File: src/rtl/delay_15_ctrl.sv
// Configuration sequencer for the delay_15 variable delay line.
// Accepts delay-change requests, holds the line in reset for a flush window,
// counts refill cycles, then flags the line output as valid.
module delay_15_ctrl #(
    parameter int unsigned DELAY_W      = 4,
    parameter int unsigned FLUSH_CYCLES = 1
) (
    input  logic               clk_i,
    input  logic               rst_i,
    input  logic [DELAY_W-1:0] cfg_delay_i,
    input  logic               cfg_valid_i,
    output logic               cfg_ready_o,
    output logic               delay_rst_o,
    output logic [DELAY_W-1:0] data_delay_o,
    output logic               out_valid_o,
    output logic               cfg_done_o
);

    typedef enum logic [1:0] {StIdle, StFlush, StFill, StRun} state_e;

    // FLUSH_CYCLES is limited to 1..15, so four bits always hold the reload value.
    localparam int unsigned FlushW = 4;
    localparam logic [FlushW-1:0] FlushLoad = FlushW'(FLUSH_CYCLES - 1);

    state_e             state_q, state_d;
    logic [FlushW-1:0]  flush_cnt_q, flush_cnt_d;
    logic [DELAY_W-1:0] fill_cnt_q, fill_cnt_d;
    logic [DELAY_W-1:0] delay_q, delay_d;
    logic               dl_rst_q, dl_rst_d;
    logic               valid_q, valid_d;
    logic               ready_q, ready_d;
    logic               done_q, done_d;

    logic               accept;
    logic [DELAY_W-1:0] fill_last;

    assign accept    = cfg_valid_i && ready_q;
    // Never evaluated with delay_q == 0 (FILL is skipped), so no wrap occurs.
    assign fill_last = delay_q - DELAY_W'(1);

    // Next-state, counters and registered-output precomputation.
    always_comb begin
        state_d     = state_q;
        flush_cnt_d = flush_cnt_q;
        fill_cnt_d  = fill_cnt_q;
        delay_d     = delay_q;

        unique case (state_q)
            StIdle: begin
                if (accept) begin
                    delay_d     = cfg_delay_i;
                    flush_cnt_d = FlushLoad;
                    state_d     = StFlush;
                end
            end
            StFlush: begin
                if (flush_cnt_q == '0) begin
                    fill_cnt_d = '0;
                    state_d    = (delay_q == '0) ? StRun : StFill;
                end else begin
                    flush_cnt_d = flush_cnt_q - FlushW'(1);
                end
            end
            StFill: begin
                if (fill_cnt_q == fill_last) begin
                    state_d = StRun;
                end else begin
                    fill_cnt_d = fill_cnt_q + DELAY_W'(1);
                end
            end
            StRun: begin
                // A request for the delay already active is acknowledged without effect.
                if (accept && (cfg_delay_i != delay_q)) begin
                    delay_d     = cfg_delay_i;
                    flush_cnt_d = FlushLoad;
                    state_d     = StFlush;
                end
            end
        endcase

        dl_rst_d = (state_d == StIdle) || (state_d == StFlush);
        valid_d  = (state_d == StRun);
        ready_d  = (state_d == StIdle) || (state_d == StRun);
        done_d   = (state_d == StRun) && (state_q != StRun);
    end

    // State and output registers with synchronous reset.
    always_ff @(posedge clk_i) begin
        if (rst_i) begin
            state_q     <= StIdle;
            flush_cnt_q <= '0;
            fill_cnt_q  <= '0;
            delay_q     <= '0;
            dl_rst_q    <= 1'b1;
            valid_q     <= 1'b0;
            ready_q     <= 1'b1;
            done_q      <= 1'b0;
        end else begin
            state_q     <= state_d;
            flush_cnt_q <= flush_cnt_d;
            fill_cnt_q  <= fill_cnt_d;
            delay_q     <= delay_d;
            dl_rst_q    <= dl_rst_d;
            valid_q     <= valid_d;
            ready_q     <= ready_d;
            done_q      <= done_d;
        end
    end

    assign cfg_ready_o  = ready_q;
    assign delay_rst_o  = dl_rst_q;
    assign data_delay_o = delay_q;
    assign out_valid_o  = valid_q;
    assign cfg_done_o   = done_q;

endmodule

File: config.mk
export PLATFORM = sky130hd
export DESIGN_NAME = delay_15_ctrl
export DESIGN_NICKNAME = d
export VERILOG_FILES = /design/src/rtl/delay_15_ctrl.sv
export SDC_FILE = /design/constraint.sdc
export NUM_CORES = 1
export LEC_CHECK = 0
export BUFFER_PORTS_ARGS = -buffer_cell sky130_fd_sc_hd__buf_2
export CAP_MARGIN = 15
export CORE_UTILIZATION = 56
export CTS_CLUSTER_SIZE = 20
export DETAILED_ROUTE_END_ITERATION = 8
export PLACE_DENSITY = 0.78
export SETUP_SLACK_MARGIN = 0.1
export SYNTH_ARGS = -nofsm -noshare
export SYNTH_HDL_FRONTEND = slang
export SYNTH_SLANG_ARGS = --single-unit
File: constraint.sdc
create_clock -name clk_i -period 2.3 [get_ports clk_i]
set_input_delay 0.115 -clock clk_i [delete_from_list [all_inputs] [get_ports clk_i]]
set_output_delay 0.115 -clock clk_i [all_outputs]
set_load 0.01 [all_outputs]
# ---- After elaboration in Yosys (flattened, before gate mapping)
# Index checks and enable logic that the tools add are counted.
dict set report classes {
  eq_ne 13
  reduce_logical 15
  muxes 16
  add_sub_neg 3
}
# operator n
set op_table {}
lappend op_table {{4-bit 2-to-1 mux} 7}
lappend op_table {{4-bit case mux with 2 select lines} 2}
lappend op_table {{2-bit != test (second input constant)} 6}
lappend op_table {{4-bit case mux with 3 select lines} 1}
lappend op_table {{4-bit logical NOT} 2}
lappend op_table {{2-bit 2-to-1 mux} 4}
lappend op_table {{2-bit case mux with 4 select lines} 1}
lappend op_table {{4-bit by 1-bit subtractor with 4-bit output (second input constant)} 2}
lappend op_table {{2-bit equality test (second input constant)} 3}
lappend op_table {{3-bit AND reduction} 2}
lappend op_table {{4-bit by 1-bit adder with 4-bit output (second input constant)} 1}
lappend op_table {{2-bit by 1-bit equality test with 1-bit output (second input constant)} 2}
lappend op_table {{4-bit equality test} 1}
lappend op_table {{2-bit logical NOT} 2}
lappend op_table {{4-bit != test} 1}
lappend op_table {{4-bit AND reduction} 1}
lappend op_table {{2-bit nonzero test} 2}
lappend op_table {{1-bit logical AND} 3}
lappend op_table {{3-bit nonzero test} 1}
lappend op_table {{1-bit logical OR} 2}
lappend op_table {{1-bit 2-to-1 mux} 1}
dict set report totals {
  ff_bits 18
  word_cells 55
  inputBits 7
}

# ---- Longest topological paths before layout
dict set report logic_depth {
  depth_word 6
  depth_mapped 9
  depth_no_buf 9
}

# ---- Worst setup path before layout
# Ideal clock, no wire load.
dict set report synth_timing {
  path_type {reg2reg}
  startpoint {reg delay_q[0], in the netlist data_delay_o[0]}
  endpoint {reg done_q, in the netlist cfg_done_o}
  path_stages_with_launch 10
  path_slack_ps 353
  arrival_ps 1832
  n_path_buf 0
  cell_sequence {dfxtp_1 inv_1 ha_1 xnor2_1 xnor2_2 nor4_1 o22a_1 ha_1 nor2b_1 and2_1}
}
dict set report synth_between {
  elab_chain_cells 6
}
# element line
set synth_rtl {}
lappend synth_rtl {{start, declared} 28} ;# logic [DELAY_W-1:0] delay_q, delay_d;
lappend synth_rtl {{start signal, assigned} 102} ;# delay_q <= delay_d;
lappend synth_rtl {{4-bit by 1-bit subtractor with 4-bit output (tied with other cells)} 39} ;# assign fill_last = delay_q - DELAY_W'(1);
lappend synth_rtl {{4-bit equality test (tied with other cells)} 65} ;# if (fill_cnt_q == fill_last) begin
lappend synth_rtl {{2-bit 2-to-1 mux (on tied branches)} {65, 57, 73}}
lappend synth_rtl {{2-bit case mux with 4 select lines (*)} 48} ;# unique case (state_q)
lappend synth_rtl {{named net state_d[0]} 25} ;# state_e state_q, state_d;
lappend synth_rtl {{2-bit equality test (*)} -}
lappend synth_rtl {{named net valid_d} 30} ;# logic valid_q, valid_d;
lappend synth_rtl {{1-bit logical AND (*)} 84} ;# done_d = (state_d == StRun) && (state_q != StRun);
lappend synth_rtl {{end signal, assigned} 106} ;# done_q <= done_d;
lappend synth_rtl {{end, declared} 32} ;# logic done_q, done_d;
# The timed path passes the listed nets; every way through them passes the cells marked *.
# A chain may end at the register's enable or synchronous reset.

# ---- Worst setup path after layout
dict set report layout_timing {
  startpoint {reg flush_cnt_q[0]}
  endpoint {reg done_q, in the netlist cfg_done_o}
}
dict set report layout_between {
  elab_chain_cells 5
}
# element line
set layout_rtl {}
lappend layout_rtl {{start, declared} 26} ;# logic [FlushW-1:0] flush_cnt_q, flush_cnt_d;
lappend layout_rtl {{start signal, assigned} 100} ;# flush_cnt_q <= flush_cnt_d;
lappend layout_rtl {{4-bit logical NOT} 57} ;# if (flush_cnt_q == '0) begin
lappend layout_rtl {{2-bit 2-to-1 mux} 57}
lappend layout_rtl {{2-bit case mux with 4 select lines} 48}
lappend layout_rtl {{named net state_d[0]} 25}
lappend layout_rtl {{2-bit equality test} -}
lappend layout_rtl {{named net valid_d} 30}
lappend layout_rtl {{1-bit logical AND} 84}
# The timed path passes the listed nets, and every way through them passes these cells.

==> summary.txt <==
Run status
  – Status: finished clean

CTS
  – Clock latency on the worst-skew pair: approximately 0.29 ns
  – CTS tree: done
  – CTS Hold Buffers Added: 0
  – Post-CTS Setup Inserts: 0
  – TritonCTS Sinks: 18
  – CTS H-tree depth: 1
  – Reg clk slew, reported paths: 0.11 ns
  – Root Driver: clkbuf_4
  – Number of buffers created by CTS: 3
  – PostCTS Resize Cnt: 0
  – CTS max path bufs: 2

Floorplan
  – Die Y: 46.6 um
  – Io pins: 15
  – Die area: approximately 0.0022 mm2
  – CORE AREA: 0.00180 mm2
  – # rows: 15
  – Initial core utilization: 0.619
  – Die X: 46.6 um

Critical path
  – R2R Setup Slk: 0.22 ns
  – Reg2reg path depth: 9
  – Startpoint types: flop
  – Worst EP arrival: 2.26 ns
  – Worst r2r dst: cfg_done_o
  – Critical R2R Launch: flush_cnt_q[0]
  – Worst-path maximum fanout: 6
  – CP Capture Type: flop
  – CP Class: reg -> reg
  – Req. time, crit path: approximately 2.5 ns

Timing
  – Skew final: 0.00795 ns
  – Final setup vio count: 0
  – RSZ-0062 raised after global routing: no
  – Slew Viols, Final: 0
  – Slew @ Worst Pin: 0.462 ns
  – Relative slew margins: 0.690
  – Final hold vios: 0
  – Minimum hold slack: 0.0843 ns
  – Tcrit/Tclk final: 0.903
  – Fmax: around 480 MHz
  – Setup TNS: 0 ns
  – Tmin final: between 2 and 2.5 ns

Route
  – Via/cell ratio: 5.58
  – Pre-antenna DRT Iters: 4
  – # DRC: 0
  – DRT iter0 DRCs: 26
  – Post-DR wirelength/cell: 12.9 um
  – DRT Wirelength: 2070 um
  – Via Count: 892
  – Detail Route Antenna Nets: 0

Synth
  – Mux cell area share after synthesis: 0.0538
  – Synth Area in Compound Gates: 0.179
  – Area share of xor/xnor cells in the synthesized design: 0.102
  – Net Count, Synth: 135
  – Syn avg cell area: around 9.5 um2
  – Yosys reg bits: 18
  – Largest family of logic cells by synthesized area: simple AND/OR/NAND/NOR gates
  – Sequential share of the synthesized area: 0.323
  – Yosys cell types: 37
  – Post-Synthesis Cells: 118
  – YS warnings: 0
  – Simple-gate share of the synthesized area: 0.186
  – Synthesized area: 0.00112 mm2
  – Synth Area in Adders: 0.112

Hold path
  – Hold Path Stages: 3
  – Min-Delay Endpoint: data_delay_o[3]
  – Beginning of the worst hold path: cfg_delay_i[3]
  – HP Class: in -> reg

Placed design
  – Post-DP Area: 0.00122 mm2
  – GP Congestion: 0.751
  – PortBufs: 14
  – Hpwl dp: 1600 um

Finish
  – Ratio of cells with drive above 1 in the final layout: 0.207
  – Final Instance Area: ~0.0013 mm2
  – Fill cells: around 150
  – Ant. Diodes: 0
  – Area Growth Syn to Fin: 13.0%
  – Nets: 153
  – Most common cell after layout, fill and taps aside: dfxtp_1
  – Commonest cells after routing, fill and taps aside: dfxtp_1 (17), buf_2 (14), inv_1 (11), nand2_1 (10), ha_1 (10)

GRT
  – Initial antenna violation count: 0
  – Largest net degree at the start of global routing: 15
  – Number of global-route vias before repair: 766
  – GR Util All Layers: 0.215
  – First-pass GRT wire length: 3280 um
  – Gr ovfl total: 0

Run
  – # Max-Cap Violations: 0

Power and ir drop
  – Cell Pwr Density: between 1000 and 1500 mW/mm2
  – Max VDD drop: between 0.0005 and 0.0006 V
  – Power consumption: 1.43 mW
  – Leakage: 0.561 nW
## routing by layer
metal	share of wire	up-vias	GRT usage
met3	0.027	2	0.0392
met2	0.46	16	0.339
met5	0	-	0
met1	0.50	417	0.275
met4	0.0063	0	0.114
li1	-	457	-
## through the flow
step,setup slack (ns),utilization,instances
floorplan,0.353,-,118
global route,0.102,0.700,160
CTS,0.152,0.696,160
finish,0.223,0.700,160
detailed placement,0.198,0.676,156
global placement,0.257,0.676,156
## power by group
group | internal [mW] | total (mW) | switching (mW)
sequential | 0.378 | 0.444 | 0.0667
combinational | 0.360 | 0.791 | 0.431
clock | 0.0963 | 0.191 | 0.0949
total | 0.834 | 1.43 | 0.592
## area by class of cell
type	count	area, um2	area share
tap	25	31.3	0.0248
clock buffer	4	36.3	0.0288
inverter	11	41.3	0.0327
sequential	18	362	0.287
multi-input combinational	87	713	0.565
timing repair buffer	15	77.6	0.0615
## cells by family after synthesis
family / after synthesis
AO/OA/AOI/OAI: 22
XOR/XNOR: 10
adder cells (fa/ha/maj): 10
buffers and inverters: 13
flip-flops: 18
multiplexers: 6
AND/OR/NAND/NOR: 39
## Yosys cell counts
library cell / count / share of area
o41ai_4: 1 / 0.025
nand2_1: 10 / 0.034
o21a_1: 1 / 0.0067
o21ai_0: 3 / 0.013
a21oi_1: 2 / 0.0090
nor4_2: 1 / 0.011
o41ai_2: 1 / 0.015
nor4_1: 2 / 0.011
or4_1: 1 / 0.0067
o22ai_1: 1 / 0.0056
a211oi_2: 1 / 0.011
and2_1: 4 / 0.022
nor3b_1: 1 / 0.0067
ha_1: 10 / 0.11
nand3_1: 1 / 0.0045
a32o_1: 2 / 0.018
mux2i_1: 6 / 0.054
xnor2_1: 3 / 0.024
a211o_1: 2 / 0.016
inv_1: 11 / 0.037
or3_1: 2 / 0.011
xor2_1: 5 / 0.039
o2bb2ai_1: 2 / 0.016
nor3_1: 5 / 0.022
nor2b_1: 1 / 0.0056
xnor2_2: 1 / 0.015
a31o_1: 1 / 0.0078
o22a_1: 1 / 0.0078
nor4bb_1: 1 / 0.0090
clkbuf_1: 2 / 0.0067
dfxtp_1: 18 / 0.32
nor2_1: 9 / 0.030
nor3b_2: 1 / 0.011
xnor2_4: 1 / 0.025
a22o_1: 1 / 0.0078
a2bb2oi_1: 1 / 0.0078
a211oi_1: 2 / 0.013
## critical path: stages (launching register included)
cell,delay [ns]
dfxtp_1,0.35
inv_1,0.06
ha_1,0.20
nor3b_2,0.39
mux2i_1,0.22
o21ai_0,0.09
o22a_1,0.22
ha_1,0.17
nor2b_1,0.13
and2_1,0.16
## registers in the layout, indices dropped and copies added, names as in the netlist
register      flops
cfg_done_o        1
data_delay_o      4
delay_rst_o       1
cfg_ready_o       1
out_valid_o       1
state_q           2
flush_cnt_q       4
fill_cnt_q        4
## how the worst max path moves through the flow
stage,slack (ns),startpoint,endpoint
after floorplan,0.35,data_delay_o[0],cfg_done_o
after global placement,0.26,data_delay_o[0],cfg_done_o
after detailed placement,0.20,data_delay_o[0],cfg_done_o
after CTS,0.15,data_delay_o[0],cfg_done_o
after global routing,0.10,flush_cnt_q[0],cfg_done_o
final,0.22,flush_cnt_q[0],cfg_done_o
No activity file was read; power rests on OpenSTA's default activity.
